===== src/rtl/mac_stream_pkg.sv =====
// Shared types for the streaming multiply-accumulate engine.
package mac_stream_pkg;

    typedef enum logic {
        ACCUM = 1'b0,
        HOLD  = 1'b1
    } mac_state_t;

    localparam int SAT_WRAP  = 0;
    localparam int SAT_CLAMP = 1;

    localparam int RES_AW = 9;

    typedef struct packed {
        logic signed [RES_AW-1:0] acc_out;
        logic signed [RES_AW-1:0] acc_prev;
        logic                     ovf;
    } mac_result_t;

endpackage


===== src/rtl/mac_stream_if.sv =====
// Operand-in / result-out handshake bundle of mac_stream.
interface mac_stream_if #(
    parameter int DW = 9,
    parameter int AW = 9
);
    logic                 in_valid;
    logic                 in_ready;
    logic signed [DW-1:0] x;
    logic signed [DW-1:0] y;
    logic                 out_valid;
    logic                 out_ready;
    logic signed [AW-1:0] acc_out;
    logic signed [AW-1:0] acc_prev;
    logic                 ovf;

    modport master (
        output in_valid, x, y, out_ready,
        input  in_ready, out_valid, acc_out, acc_prev, ovf
    );

    modport slave (
        input  in_valid, x, y, out_ready,
        output in_ready, out_valid, acc_out, acc_prev, ovf
    );
endinterface


===== src/rtl/mac_stream_step.sv =====
// Combinational product + sum with width reduction (wrap or clamp).
module mac_step
    import mac_stream_pkg::*;
#(
    parameter int DW  = 9,
    parameter int AW  = 9,
    parameter int SAT = SAT_WRAP
) (
    input  logic signed [AW-1:0] acc,
    input  logic signed [DW-1:0] x,
    input  logic signed [DW-1:0] y,
    output logic signed [AW-1:0] acc_next,
    output logic signed [AW-1:0] acc_prev,
    output logic                 step_ovf
);
    // Wide enough to hold both the exact product and the exact AW+1 sum.
    localparam int EW = (2*DW > AW+1) ? 2*DW : AW+1;
    localparam logic signed [EW-1:0] AMAX = {{(EW-AW+1){1'b0}}, {(AW-1){1'b1}}};
    localparam logic signed [EW-1:0] AMIN = ~AMAX;

    // Returns {flag, value}: flag set when the reduced value differs from v.
    function automatic logic [AW:0] reduce(input logic signed [EW-1:0] v);
        logic [AW:0] r;
        r = {1'b0, v[AW-1:0]};
        if (SAT == SAT_CLAMP) begin
            if (v > AMAX)      r = {1'b1, AMAX[AW-1:0]};
            else if (v < AMIN) r = {1'b1, AMIN[AW-1:0]};
        end else if (v != {{(EW-AW){v[AW-1]}}, v[AW-1:0]}) begin
            r[AW] = 1'b1;
        end
        return r;
    endfunction

    logic signed [EW-1:0] xe, ye, pe, se;
    logic        [AW:0]   pr, sr;

    always_comb begin
        xe       = {{(EW-DW){x[DW-1]}}, x};
        ye       = {{(EW-DW){y[DW-1]}}, y};
        pe       = xe * ye;
        pr       = reduce(pe);
        se       = {{(EW-AW){acc[AW-1]}}, acc} + {{(EW-AW){pr[AW-1]}}, pr[AW-1:0]};
        sr       = reduce(se);
        acc_next = sr[AW-1:0];
        acc_prev = acc;
        step_ovf = pr[AW] | sr[AW];
    end
endmodule


===== src/rtl/mac_stream.sv =====
// Handshaked dot-product engine: LEN accepted pairs per result, then HOLD.
module mac_stream
    import mac_stream_pkg::*;
#(
    parameter int DW  = 9,
    parameter int AW  = 9,
    parameter int LEN = 4,
    parameter int SAT = SAT_WRAP
) (
    input  logic         system1000,
    input  logic         system1000_rst,
    mac_stream_if.slave  bus
);
    localparam int CW = (LEN > 1) ? $clog2(LEN) : 1;

    mac_state_t           state_q, state_d;
    logic        [CW-1:0] cnt;
    logic signed [AW-1:0] acc, acc_next, step_prev;
    logic signed [AW-1:0] acc_out_q, acc_prev_q;
    logic                 ovf_trk, ovf_q, step_ovf;
    logic                 accept, last;

    mac_step #(.DW(DW), .AW(AW), .SAT(SAT)) u_step (
        .acc      (acc),
        .x        (bus.x),
        .y        (bus.y),
        .acc_next (acc_next),
        .acc_prev (step_prev),
        .step_ovf (step_ovf)
    );

    always_comb begin
        accept  = bus.in_valid && (state_q == ACCUM);
        last    = accept && (cnt == CW'(LEN-1));
        state_d = state_q;
        case (state_q)
            ACCUM:   if (last) state_d = HOLD;
            HOLD:    if (bus.out_ready) state_d = ACCUM;
            default: state_d = ACCUM;
        endcase
    end

    always_ff @(posedge system1000) begin
        if (system1000_rst) begin
            state_q    <= ACCUM;
            cnt        <= '0;
            acc        <= '0;
            ovf_trk    <= 1'b0;
            acc_out_q  <= '0;
            acc_prev_q <= '0;
            ovf_q      <= 1'b0;
        end else begin
            state_q <= state_d;
            if (last) begin
                acc_out_q  <= acc_next;
                acc_prev_q <= step_prev;
                ovf_q      <= ovf_trk | step_ovf;
                acc        <= '0;
                cnt        <= '0;
                ovf_trk    <= 1'b0;
            end else if (accept) begin
                acc     <= acc_next;
                cnt     <= cnt + CW'(1);
                ovf_trk <= ovf_trk | step_ovf;
            end
        end
    end

    assign bus.in_ready  = (state_q == ACCUM);
    assign bus.out_valid = (state_q == HOLD);
    assign bus.acc_out   = acc_out_q;
    assign bus.acc_prev  = acc_prev_q;
    assign bus.ovf       = ovf_q;
endmodule


===== src/flat_wrapper.sv =====
// flat-port wrapper written by rule: the top's interface ports become plain ports
module mac_stream_flat import mac_stream_pkg::*;
#(
    parameter int DW  = 9,
    parameter int AW  = 9,
    parameter int LEN = 4,
    parameter int SAT = SAT_WRAP
)
  (system1000, system1000_rst, bus_in_valid, bus_x, bus_y, bus_out_ready, bus_in_ready, bus_out_valid, bus_acc_out, bus_acc_prev, bus_ovf);
  mac_stream_if #(.DW(DW), .AW(AW)) bus_i ();
  input  logic system1000;
  input  logic system1000_rst;
  input wire logic [$bits(bus_i.in_valid)-1:0] bus_in_valid;
  input wire logic [$bits(bus_i.x)-1:0] bus_x;
  input wire logic [$bits(bus_i.y)-1:0] bus_y;
  input wire logic [$bits(bus_i.out_ready)-1:0] bus_out_ready;
  output wire logic [$bits(bus_i.in_ready)-1:0] bus_in_ready;
  output wire logic [$bits(bus_i.out_valid)-1:0] bus_out_valid;
  output wire logic [$bits(bus_i.acc_out)-1:0] bus_acc_out;
  output wire logic [$bits(bus_i.acc_prev)-1:0] bus_acc_prev;
  output wire logic [$bits(bus_i.ovf)-1:0] bus_ovf;
  assign bus_i.in_valid = bus_in_valid;
  assign bus_i.x = bus_x;
  assign bus_i.y = bus_y;
  assign bus_i.out_ready = bus_out_ready;
  assign bus_in_ready = bus_i.in_ready;
  assign bus_out_valid = bus_i.out_valid;
  assign bus_acc_out = bus_i.acc_out;
  assign bus_acc_prev = bus_i.acc_prev;
  assign bus_ovf = bus_i.ovf;
  mac_stream #(.DW(DW), .AW(AW), .LEN(LEN), .SAT(SAT)) u_core (.system1000(system1000), .system1000_rst(system1000_rst), .bus(bus_i));
endmodule

===== config.mk =====
export PLATFORM = sky130hd
export DESIGN_NAME = mac_stream_flat
export DESIGN_NICKNAME = d
export VERILOG_FILES = /design/src/rtl/mac_stream_pkg.sv /design/src/rtl/mac_stream_if.sv /design/src/rtl/mac_stream_step.sv /design/src/rtl/mac_stream.sv /design/src/flat_wrapper.sv
export SDC_FILE = /design/constraint.sdc
export NUM_CORES = 1
export LEC_CHECK = 0
export ABC_AREA = 1
export CAP_MARGIN = 20
export CELL_PAD_IN_SITES_DETAIL_PLACEMENT = 1
export CELL_PAD_IN_SITES_GLOBAL_PLACEMENT = 1
export CORE_AREA = 2 2 88 174
export DETAILED_ROUTE_END_ITERATION = 8
export DIE_AREA = 0 0 90 176
export PLACE_DENSITY_LB_ADDON = 0.1
export SLEW_MARGIN = 20
export SYNTH_ARGS = -nofsm -noshare
export SYNTH_HDL_FRONTEND = slang
export SYNTH_SLANG_ARGS = --single-unit

===== constraint.sdc =====
create_clock -name system1000 -period 5.8 [get_ports system1000]
set_input_delay 0.87 -clock system1000 [delete_from_list [all_inputs] [get_ports system1000]]
set_output_delay 0.87 -clock system1000 [all_outputs]
set_load 0.02 [all_outputs]

; ---- After elaboration in Yosys (flattened, before gate mapping)
; Index checks and enable logic that the tools add are counted.
[word_totals]
register_bits = 32
inputBits = 22
elab_cells = 24
[op_classes]
add_sub_neg = 2
mul = 1
n_eq_ne = 3
n_mux = 5
bitwise_logic = 3
n_reduce_logical = 3
[op_table]
columns = cell, count
row1 = $mul A9 B9 Y18, 1
row2 = $ne A9 B9 Y1, 2
row3 = $add A9 B9 Y10, 1
row4 = $mux W1, 4
row5 = $add A2 B1 Y2 const B, 1
row6 = $eq A2 B2 Y1 const B, 1
row7 = $logic_and A1 B1 Y1, 2
row8 = $or A1 B1 Y1, 2
row9 = $pmux W1 S2, 1
row10 = $reduce_or A2 Y1, 1
row11 = $not A1 Y1, 1

; ---- Depth between registers and ports, before layout
; Gate-level depths: netlist (run 1).
[depth]
ltp_word = 6
mapped_depth = 26
mapped_depth_nobuf = 25

; ---- By module
; From an unflattened synthesis (run 1), not the netlist that was laid out.
[hier_totals]
cells_unflattened = 670
area_unflattened_um2 = 4956.0
[modules_own_cells]
columns = mod, n_inst, cells_per_inst, area_per_inst_um2, seq_area_each_um2
row1 = mac_step, 1, 512, 3741.1, 0.0
row2 = mac_stream, 1, 158, 1214.9, 640.6

; ---- Worst setup path before layout (run 1)
; OpenSTA, ideal clock, no wires.
[synth_path]
kind = input-to-reg
startpoint = input bus_y[0]
endpoint = register u_core.ovf_trk
setup_ns = 0.131
arrival_ns = 5.640
t_required_ns = 5.669
setup_slack_ns = 0.029
cell_stages = 25
cell_sequence = clkbuf_1 > nand2_1 > fa_1 > inv_1 > fa_1 > inv_1 > fa_1 > fa_1 > inv_1 > ha_1 > ha_1 > nand2_1 > nand3_2 > xor2_2 > inv_1 > ha_1 > a21o_1 > a31oi_1 > nand3_1 > xnor2_1 > nand2_1 > nor2_1 > nand2_1 > nand2_1 > a21oi_2
[synth_between]
elab_chain_cells = 6
[synth_rtl]
columns = item, line_no
row1 = from (decl), flat_wrapper.sv:15  ; input wire logic [$bits(bus_i.y)-1:0] bus_y;
row2 = $mul A9 B9 Y18 (*), mac_stream_step.sv:40  ; pe = xe * ye;
row3 = $add A9 B9 Y10, mac_stream_step.sv:42  ; se = {{(EW-AW){acc[AW-1]}}, acc} + {{(EW-AW){pr[AW-1]}}, pr[AW-1:0]};
row4 = $ne A9 B9 Y1, mac_stream_step.sv:28  ; end else if (v != {{(EW-AW){v[AW-1]}}, v[AW-1:0]}) begin
row5 = $mux W1, mac_stream_step.sv:28
row6 = $or A1 B1 Y1 (*), mac_stream_step.sv:46  ; step_ovf = pr[AW] | sr[AW];
row7 = $or A1 B1 Y1 (*), mac_stream.sv:64  ; ovf_trk <= ovf_trk | step_ovf;
row8 = to (signal assigned), mac_stream.sv:64
row9 = to (decl), mac_stream.sv:20  ; logic ovf_trk, ovf_q, step_ovf;
; Every way passes the cells marked *; elsewhere a longest branch is shown, timed or not.
; A chain may end at the register's enable or synchronous reset.

; ---- Worst setup path in the final report (run 1)
[layout_path]
startpoint = input bus_x[0]
endpoint = register u_core.ovf_trk
[layout_between]
elab_chain_cells = 6
[layout_rtl]
columns = item, line_no
row1 = from (decl), flat_wrapper.sv:14  ; input wire logic [$bits(bus_i.x)-1:0] bus_x;
row2 = $mul A9 B9 Y18 (*), mac_stream_step.sv:40
row3 = $add A9 B9 Y10, mac_stream_step.sv:42
row4 = $ne A9 B9 Y1, mac_stream_step.sv:28
row5 = $mux W1, mac_stream_step.sv:28
row6 = $or A1 B1 Y1 (*), mac_stream_step.sv:46
row7 = $or A1 B1 Y1 (*), mac_stream.sv:64
; Marked as above.

==> results of run 1 <==
## per-layer routing
layer | global-route usage [%] | vias to the layer above | part of all wire (%)
li1 | - | 2171 | -
met1 | 16.2 | 2198 | 32
met2 | 41.6 | 58 | 63
met3 | 0.982 | 32 | 1.2
met4 | 7.69 | 0 | 3.8
met5 | 0 | - | 0
## synthesized netlist by cell type
library cell	count	share of area (%)
buf_4	1	0.15
a21o_1	3	0.45
nand4_1	5	0.63
buf_2	1	0.10
or2_2	9	1.1
nand2_2	5	0.63
nor2_2	3	0.38
a211oi_1	1	0.15
inv_1	138	10
a21oi_1	28	2.8
xor2_2	2	0.65
xnor2_1	9	1.6
fa_1	71	29
nand2_1	184	14
nand3_2	3	0.60
clkbuf_1	22	1.7
or2_1	1	0.13
o211ai_1	1	0.15
a21oi_2	3	0.53
nand3b_1	2	0.30
o21bai_1	6	0.90
xor2_1	13	2.3
o21ai_0	16	1.6
nand3_1	24	2.4
nor2_1	33	2.5
a31oi_1	3	0.38
ha_1	48	12
buf_1	1	0.075
nor3_1	1	0.10
dfxtp_1	32	13
## timing repair
action                                 4_1_cts  5_1_grt
endpoints found under the hold margin        0        0
buffers inserted                             2        2
resized for setup                           28       44
pin swaps                                   15       20
setup endpoints to repair                    4        4
## logic make-up (layout without fill, tap and decap cells)
logic type / Yosys count / count (layout) / share of synthesized area, %
flops: 32 / 32 / 12.9
xor+xnor: 24 / 24 / 4.52
buf+inv: 163 / 248 / 12.4
simple gates: 270 / 270 / 22.7
compound gates: 61 / 61 / 6.98
fa+ha+maj: 119 / 119 / 40.6
## through the flow
stage	instances	TNS, ns	instance area, um^2
6_report	946	0	6360
5_1_grt	946	-0.00325	6360
4_1_cts	944	0	6200
3_5_place_dp	934	-1.86	5960
3_3_place_gp	934	-1.49	5960
2_1_floorplan	669	0	4980
## sequential cells by signal, indices dropped and copies added, names as in the netlist
name	flops
u_core.acc	9
u_core.bus.out_valid	1
u_core.bus.acc_out	9
u_core.ovf_trk	1
u_core.bus.acc_prev	9
u_core.bus.ovf	1
u_core.cnt	2
## power by group through the flow
stage          logic (uW)  clock network [uW]  registers, uW
2_1_floorplan        1930                   0            261
5_1_grt              3830                 311            267
4_1_cts              3090                 304            263
6_report             3380                 295            263
3_3_place_gp         2860                   0            265
3_5_place_dp         2910                   0            266
## worst max-delay path, delay by kind of cell
| family | cells | cell delay [ns] |
|---|---|---|
| buffers and inverters | 4 | 0.45 |
| AND/OR/NAND/NOR | 9 | 1.03 |
| adder cells (fa/ha/maj) | 7 | 3.02 |
| AO/OA/AOI/OAI | 1 | 0.05 |
| XOR/XNOR | 2 | 0.29 |
## final timing paths
path / start / slack, ns / cells after the start / to
worst max-delay path: bus_x[0] / 0.24 / 23 / u_core.ovf_trk
worst min-delay path: u_core.bus.acc_prev[0] / 0.47 / 2 / u_core.bus.acc_prev[0]
worst max register to register: u_core.bus.out_valid / 3.41 / 9 / u_core.bus.acc_out[4]
worst min register to register: u_core.bus.acc_prev[0] / 0.47 / 2 / u_core.bus.acc_prev[0]
## area by class of cell
cell class | count | area, um^2 | area share (%)
Sequential cell | 32 | 641 | 10.1
Clock buffer | 6 | 129 | 2.03
Timing Repair Buffer | 102 | 871 | 13.7
Inverter | 138 | 518 | 8.14
Clock inverter | 2 | 35.0 | 0.551
Multi-Input combinational cell | 474 | 3930 | 61.8
Tap cell | 192 | 240 | 3.78
==> run metrics, run 1 <==
layout cells sized above 1=17.6%; Syn-to-layout area delta=27.8%; Core Area=0.0144 mm^2; max-cap violations=0; Wirelength per Cell=between 15 and 20 um; Worst Path Class, Setup=input pin to flip-flop; CP max-delay cell=fa_1; CTS tree=built; Clock transition at path regs=approximately 0.050 ns; sw power=roughly 2000 uW; routed vias/inst=around 4.7; Root Driver=clkbuf_16; crit path max fanout=4; final setup violation count=0; Syn. warnings=0; Hold WS=0.469 ns; H-tree Lvls=2; sequential area share after synthesis=12.9%; crit path time final=5.56 ns; IO Pins=43; Sequential Power Share=about 6.7%; Util after Layout=~44%; total global routing overflow=0; worst min-delay path category=flip-flop to flip-flop; DRC violation count after routing=0; Final Hold Viols=0; CTS Buf Count=5; pwr dens=approximately 620 mW/mm^2; most frequent cells in the layout=174 x nand2_1, 135 x inv_1, 68 x fa_1, 55 x buf_4, 37 x ha_1; drt first-iter violations=between 100 and 150; Initial Util=approximately 35%; CTS sink cnt=32; Critical Path AT=roughly 5.7 ns; global-route wire length before repair=roughly 24000 um; clk buf depth=2; Worst VDD drop=approximately 0.0006 V; Slew @ Worst Pin=slightly below 0.6 ns; largest net degree at the start of global routing=21; Comb power frac=a little under nine tenths; Post-Syn Nets=810; status=completed; Worst-Skew Late Latency=0.28 ns; Relative slew margins=around 60%; dpl hpwl=12400 um; Clock Power Share=about 7.5%; die area=0.0158 mm^2; Tcrit/Tclk final=95.9%; diode count=0; Slew Viols, Final=0; most frequent CP cell=fa_1; Cell variety after synth=30; Die W=about 90 um; Max Freq=between 150 and 200 MHz; routability cong.=between 0.8 and 0.9; internal power=slightly below 2000 uW; antenna-violating nets left=0; Critical Path Sink Type=flip-flop; commonest non-fill, non-tap cell in the layout=nand2_1; Global Route Usage Sum=18.7%; clock skew=0.00550 ns; # fillers=approximately 1800; DP Worst Slack=-0.578 ns; Critical Path RT=slightly below 6 ns; Max stage delay on crit path=approximately 0.56 ns; Pleak=between 0.003 and 0.004 uW; crit-path cells=dlygate4sd2_1 > or2_4 > fa_1 > fa_1 > fa_1 > fa_1 > inv_1 > fa_1 > ha_4 > inv_2 > xor2_4 > inv_2 > ha_4 > nand2_1 > nor2_2 > nand3_2 > nand3_2 > xnor2_1 > nand2_1 > nor2_2 > nand2_1 > nand2_1 > a21oi_2; Tot Pwr=3940 uW; # nets final=roughly 890; overall routed net length=14200 um; final setup margin=roughly 0.24 ns; Rows=62; Die Span Y=176 um; synthesis-stage register bit count=32; switch share=~50%; Worst setup SP type=input pin; Cell Area, Synth=0.00498 mm^2; Buffers on Ports=42; cts hold-fix bufs=0; Post-Syn Area per Cell=~7.4 um^2; Gate Count Post-Synth=around 670; vias in the first global route=~5000; routed via count=between 4000 and 5000; initial antenna violation count=0; DRT Pass-1 Iters=4
Power figures use the tool's default switching activity.
==> run 2: changes to the inputs <==
--- a/config.mk
+++ b/config.mk
@@ -10,9 +10,11 @@
 export CELL_PAD_IN_SITES_DETAIL_PLACEMENT = 1
 export CELL_PAD_IN_SITES_GLOBAL_PLACEMENT = 1
 export CORE_AREA = 2 2 88 174
+export CTS_CLUSTER_DIAMETER = 40
 export DETAILED_ROUTE_END_ITERATION = 8
 export DIE_AREA = 0 0 90 176
 export PLACE_DENSITY_LB_ADDON = 0.1
+export RECOVER_POWER = 50
 export SLEW_MARGIN = 20
 export SYNTH_ARGS = -nofsm -noshare
 export SYNTH_HDL_FRONTEND = slang
==> run 2 against run 1 <==
Compared with the run above: worst hold slack worse by 0.0034 ns; flip-flop and latch count stayed put; die area unchanged; clock power is essentially flat; core utilization hardly changed; sequential share of layout area is essentially flat; non-clock buffer count stayed put; clock skew is essentially flat; first-iteration DRC count did not move; critical path type unchanged; critical endpoint unchanged; largest cell class unchanged.
==> run metrics, run 2 (synthesis gave the netlist of run 1 again) <==
Slew Viols, Final=0; Final TNS setup=0 ns; Relative slew margins=~44%; vias in the first global route=~5100; CP bufs+invs=4; Global Route Usage Sum=about a fifth; # fillers=about 1800; Critical Path AT=5.71 ns; pwr dens=roughly 620 mW/mm^2; Hold WS=0.465 ns; multi-input combinational cell area=0.00393 mm^2; worst min-delay path category=flip-flop to flip-flop; initial antenna violation count=0; global-route wire length before repair=between 20000 and 25000 um; Initial Util=34.5%; Clock transition at path regs=around 0.05 ns; routed vias/inst=roughly 4.7; Critical Path Sink Type=flip-flop; Worst-Skew Late Latency=about 0.28 ns; Die Span Y=176 um; most frequent CP cell=fa_1; commonest non-fill, non-tap cell in the layout=nand2_1; DRC violation count after routing=0; status=completed; # nets final=just under 900; total global routing overflow=0; diode count=0; Die W=90 um; layout cells sized above 1=roughly 18%; Worst Path Class, Setup=input pin to flip-flop; CTS Buf Count=5; crit path time final=between 5 and 6 ns; cts hold-fix bufs=0; most frequent cells in the layout=174 x nand2_1, 135 x inv_1, 68 x fa_1, 54 x buf_4, 37 x ha_1; Core Area=0.0144 mm^2; Final Hold Viols=0; Tcrit/Tclk final=between 90% and 100%; CP max-delay cell=fa_1; H-tree Lvls=2; Crit path max-delay family=adder cells; final setup violation count=0; IO Pins=43; overall routed net length=roughly 14000 um; Pleak=approximately 0.0034 uW; antenna-violating nets left=0; CTS tree=built; crit path max fanout=4; crit-path cells=dlygate4sd2_1 > or2_4 > fa_1 > fa_1 > fa_1 > fa_1 > inv_1 > fa_1 > ha_4 > inv_2 > xor2_4 > inv_2 > ha_4 > nand2_1 > nor2_2 > nand3_2 > nand3_2 > xnor2_1 > nand2_1 > nor2_2 > nand2_1 > nand2_1 > a21oi_2; clk buf depth=2; Worst setup SP type=input pin; Slew @ Worst Pin=around 0.84 ns; CTS sink cnt=32; Max Freq=between 150 and 200 MHz; Wirelength per Cell=15.0 um; Rows=62; dpl hpwl=around 12000 um; Critical Path RT=roughly 6.0 ns; Max stage delay on crit path=roughly 0.56 ns; Syn-to-layout area delta=27.7%; clock skew=approximately 0.0055 ns; routability cong.=around 0.81; die area=0.0158 mm^2; DRT Pass-1 Iters=4; drt first-iter violations=103; Seq. cell area=around 640 um^2; routed via count=approximately 4500; Worst VDD drop=between 0.0005 and 0.0006 V; max-cap violations=0; Buffers on Ports=between 40 and 50; Root Driver=clkbuf_16; largest net degree at the start of global routing=21
[run 2: cell types whose count changed in the layout (fill, tap and decap cells not counted), sizes merged]
cell	before	now
clkdlybuf4s50	24	2
dlygate4sd3	0	22
buf	60	59
clkbuf	10	11
[run 2: routing by layer]
layer | GRT usage [%] | up-vias | part of all wire (%)
li1 | - | 2170 | -
met1 | 16.2 | 2199 | 32
met2 | 41.6 | 58 | 63
met3 | 0.982 | 32 | 1.2
met4 | 7.69 | 0 | 3.8
met5 | 0 | - | 0
[run 2: path summary, 6_finish.rpt]
kind	to	startpoint	slack, ns	cells past startpoint
worst max-delay path	u_core.ovf_trk	bus_x[0]	0.24	23
worst min-delay path	u_core.bus.acc_prev[0]	u_core.bus.acc_prev[0]	0.47	2
worst max register to register	u_core.bus.acc_out[4]	u_core.bus.out_valid	2.80	9
worst min register to register	u_core.bus.acc_prev[0]	u_core.bus.acc_prev[0]	0.47	2
[run 2: worst min-delay path: cells and delay by family, from the launching register on]
family,cells,cell delay [ns]
AO/OA/AOI/OAI,1,0.06
flip-flops,1,0.30
AND/OR/NAND/NOR,1,0.06
[run 2: through the flow]
| step | std cells | setup slack [ns] | power, uW | instance area (um^2) | util [%] |
|---|---|---|---|---|---|
| after global routing | 946 | -0.00325 | 4410 | 6360 | 44.1 |
| after CTS | 944 | 0.000137 | 3660 | 6200 | 42.9 |
| final | 946 | 0.238 | 3940 | 6360 | 44.1 |
| after global placement | 934 | -0.502 | 3120 | 5960 | 41.3 |
| after detailed placement | 934 | -0.578 | 3180 | 5960 | 41.3 |
| after floorplan | 669 | 0.0291 | 2190 | 4980 | - |
[run 2: layout make-up]
class / instances / share of cell area (%)
inverters: 138 / 8.14
clock inverters: 2 / 0.551
multi-input cells: 474 / 61.8
flip-flops and latches: 32 / 10.1
clock buffers: 6 / 2.03
well taps: 192 / 3.78
repair buffers: 102 / 13.6
[run 2: what timing repair did]
| item | 4_1_cts | 5_1_grt |
|---|---|---|
| setup endpoints to repair | 4 | 4 |
| pin swaps | 15 | 20 |
| buffers inserted | 2 | 2 |
| resized for setup | 28 | 44 |
[run 2: power by group]
part / internal [uW] / leakage (uW) / switching (uW)
Sequential: 243 / 0.000261 / 20.2
Combinational: 1520 / 0.00310 / 1860
Clock: 202 / 0.0000808 / 93.7
==> run 3: changes to the inputs <==
--- a/config.mk
+++ b/config.mk
@@ -5,14 +5,13 @@
 export SDC_FILE = /design/constraint.sdc
 export NUM_CORES = 1
 export LEC_CHECK = 0
-export ABC_AREA = 1
 export CAP_MARGIN = 20
 export CELL_PAD_IN_SITES_DETAIL_PLACEMENT = 1
 export CELL_PAD_IN_SITES_GLOBAL_PLACEMENT = 1
-export CORE_AREA = 2 2 88 174
+export CORE_AREA = 2 2 85 168
 export CTS_CLUSTER_DIAMETER = 40
 export DETAILED_ROUTE_END_ITERATION = 8
-export DIE_AREA = 0 0 90 176
+export DIE_AREA = 0 0 87 170
 export PLACE_DENSITY_LB_ADDON = 0.1
 export RECOVER_POWER = 50
 export SLEW_MARGIN = 20
==> constraint.sdc (replaced) <==
create_clock -name system1000 -period 4.7 [get_ports system1000]
set_input_delay 0.705 -clock system1000 [delete_from_list [all_inputs] [get_ports system1000]]
set_output_delay 0.705 -clock system1000 [all_outputs]
set_load 0.02 [all_outputs]
==> run 3 against run 2 <==
Compared with the run above: the flow now finishes with violations (negative setup slack); largest cell class unchanged; clock power grew 2%; cell area grew 7.6%; critical path type unchanged; wire length shrank 0.65%.
==> run metrics, run 3 <==
Hold Startpoint=u_core.bus.acc_out[6]; metal3 WL=between 100 and 150 um; routed vias/inst=5.05; sequential area share after synthesis=roughly 14%; R2R cell count=10; worst min-delay path category=flip-flop to flip-flop; Root Driver=clkbuf_16; # fillers=1552; cts hold-fix bufs=0; Critical Path RT=4.83 ns; Synth area leaders=fa_1 31%, dfxtp_1 14%, ha_1 13%, nand2_1 9.6%, inv_1 6.2%; Core Area=approximately 0.013 mm^2; max-cap violations=0; design area=between 0.006 and 0.007 mm^2; DR WL met2=between 8000 and 9000 um; Die Span Y=170 um; initial antenna violation count=0; crit path max fanout=7; drt first-iter violations=66; Max Freq=between 150 and 200 MHz; Worst-Skew Late Latency=approximately 0.28 ns; hold depth=2; vias in the first global route=around 5000; commonest cells in the netlist=118 x nand2_1, 76 x inv_1, 71 x fa_1, 48 x ha_1, 37 x a21oi_1; Critical Path AT=between 5 and 6 ns; clk buf depth=2; final setup violation count=6; diode count=0; Cell variety after synth=46; multi-input combinational cell area=between 0.004 and 0.005 mm^2; top-count cell post-synth=nand2_1; failing checks=negative setup slack; pwr dens=889 mW/mm^2; Post-Syn Area per Cell=roughly 8.5 um^2; CTS Buf Count=5; leading area contributor after synthesis=fa_1; number of enable flip-flop cells after synthesis=0; layout cells sized above 1=between 30% and 40%; routed length on met1=about 4400 um; Util after Layout=around half; routability cong.=roughly 0.8; Gate Count Post-Synth=about 540; Cell Area, Synth=around 0.0046 mm^2; overall routed net length=~14000 um; largest net degree at the start of global routing=22; Initial Util=34.4%; Critical Path Sink Type=flip-flop; Pleak=about 0.0031 uW; CTS sink cnt=32; Worst VDD drop=0.000428 V; Syn. warnings=0; crit path time final=5.05 ns; Slew Viols, Final=0; Synth top area share=30.8%; most frequent cells in the layout=101 x nand2_1, 86 x buf_4, 64 x inv_1, 62 x fa_1, 34 x a21oi_1; Global Route Usage Sum=slightly above 20%; DRC violation count after routing=0; Max stage delay on crit path=0.56 ns; Die W=87 um; Wirelength per Cell=about 17 um; CTS tree=built; RR Startpoint=u_core.acc[0]; global-route wire length before repair=about 24000 um; Post-Syn Nets=just under 700; Buffers on Ports=42; Tcrit/Tclk final=108%; commonest non-fill, non-tap cell in the layout=nand2_1; Hold WS=0.454 ns; final setup margin=-0.354 ns; synthesis-stage register bit count=32; Worst Hold Path EP=u_core.bus.acc_out[6]; worst reg2reg setup slack=approximately 2 ns; Final TNS setup=-1.53 ns; crit-path cells=buf_6 > buf_12 > nand2_4 > fa_2 > inv_2 > fa_1 > inv_2 > fa_2 > fa_2 > inv_2 > ha_4 > ha_4 > buf_6 > buf_12 > nand3_4 > o2111ai_4 > a211o_1 > a211oi_4 > a32oi_2 > nor4_1 > a211oi_1; antenna-violating nets left=0; highest routed metal layer=met4; Syn-to-layout area delta=48.0%; RSZ-0062 raised after global routing=true; CP max-delay cell=fa_2; die area=about 0.015 mm^2; dpl hpwl=between 10000 and 15000 um; Reg2Reg Capture Point=u_core.bus.ovf; Tot Pwr=between 6000 and 7000 uW; Seq. cell area=roughly 640 um^2; status=finished, violations left; Clock transition at path regs=around 0.050 ns; Worst setup SP type=input pin; DRT Pass-1 Iters=4; clock skew=0.00757 ns; Worst Path Class, Setup=input pin to flip-flop; routed via count=about 4200; Area after DPL=roughly 0.006 mm^2; Relative slew margins=41.6%; Slew @ Worst Pin=between 0.8 and 0.9 ns; Final Hold Viols=0; Post-synth ARST share=0%; IO Pins=43; # nets final=between 800 and 900; total global routing overflow=0; Rows=60; main flop type after synthesis=dfxtp_1; H-tree Lvls=2
==> run 3: cell count changes after synthesis, sizes merged, moves of 6 or more <==
cell / delta
or2: -8
nand2: -71
nor2: -18
inv: -62
nand3: -17
and2: +19
a21oi: +6
o21ai: -8
nand2b: +10
xnor2: +8
xor2: -8
==> run 3: worst max path at each step <==
stage                  start             end  slack [ns]  depth (start not counted)
floorplan           bus_y[0]  u_core.bus.ovf       -0.28                         21
global placement    bus_x[4]  u_core.bus.ovf       -1.28                         16
global route        bus_x[3]  u_core.bus.ovf       -0.51                         18
finish              bus_x[5]  u_core.bus.ovf       -0.35                         21
detailed placement  bus_x[4]  u_core.bus.ovf       -1.37                         21
CTS                 bus_y[0]  u_core.bus.ovf       -0.36                         17
==> run 3: power breakdown <==
| group | total [uW] | switching [uW] | internal, uW | leakage, uW |
|---|---|---|---|---|
| clock | 301 | 109 | 192 | 0.0000667 |
| sequential | 324 | 26.8 | 298 | 0.000260 |
| combinational | 5460 | 2640 | 2820 | 0.00279 |
==> run 3: layout make-up <==
| type | count | share of cell area [%] |
|---|---|---|
| multi-input combinational | 411 | 63.1 |
| timing repair buffer | 145 | 18.6 |
| sequential | 32 | 9.36 |
| inverter | 76 | 4.17 |
| tap | 155 | 2.83 |
| clock buffer | 6 | 1.88 |
| clock inverter | 1 | 0.0732 |
==> run 3: cell families (layout without fill, tap and decap cells) <==
logic type	count (synthesis)	count (layout)	share of synthesized area (%)
buffers and inverters	99	228	8.04
AOI/OAI and AO/OA	74	74	10.3
DFF	32	32	13.9
xor gates and xnor gates	25	25	5.44
and+or+nand+nor	193	193	18.6
adders and majority gates	119	119	43.7
==> run 3: what timing repair did <==
item,in CTS,in global routing
pin swaps,72,36
resized for setup,171,33
endpoints found under the setup margin,10,6
buffers inserted,20,7
==> run 3: per-layer routing <==
metal	GRT usage (%)	vias to the layer above
met5	0	-
met4	9.92	0
met3	0.921	31
met2	43.1	60
met1	18.8	2104
li1	-	1977
==> run 3: critical path, delay by kind of cell <==
family                   cells  cell delay (ns)
adder cells (fa/ha/maj)      6             2.50
AO/OA/AOI/OAI                5             0.95
AND/OR/NAND/NOR              3             0.44
buffers and inverters        7             0.57
==> run 3: through the flow <==
stage	std cells	setup slack, ns
5_1_grt	826	-0.511
3_3_place_gp	796	-1.28
6_report	826	-0.354
3_5_place_dp	796	-1.37
2_1_floorplan	542	-0.284
4_1_cts	822	-0.355
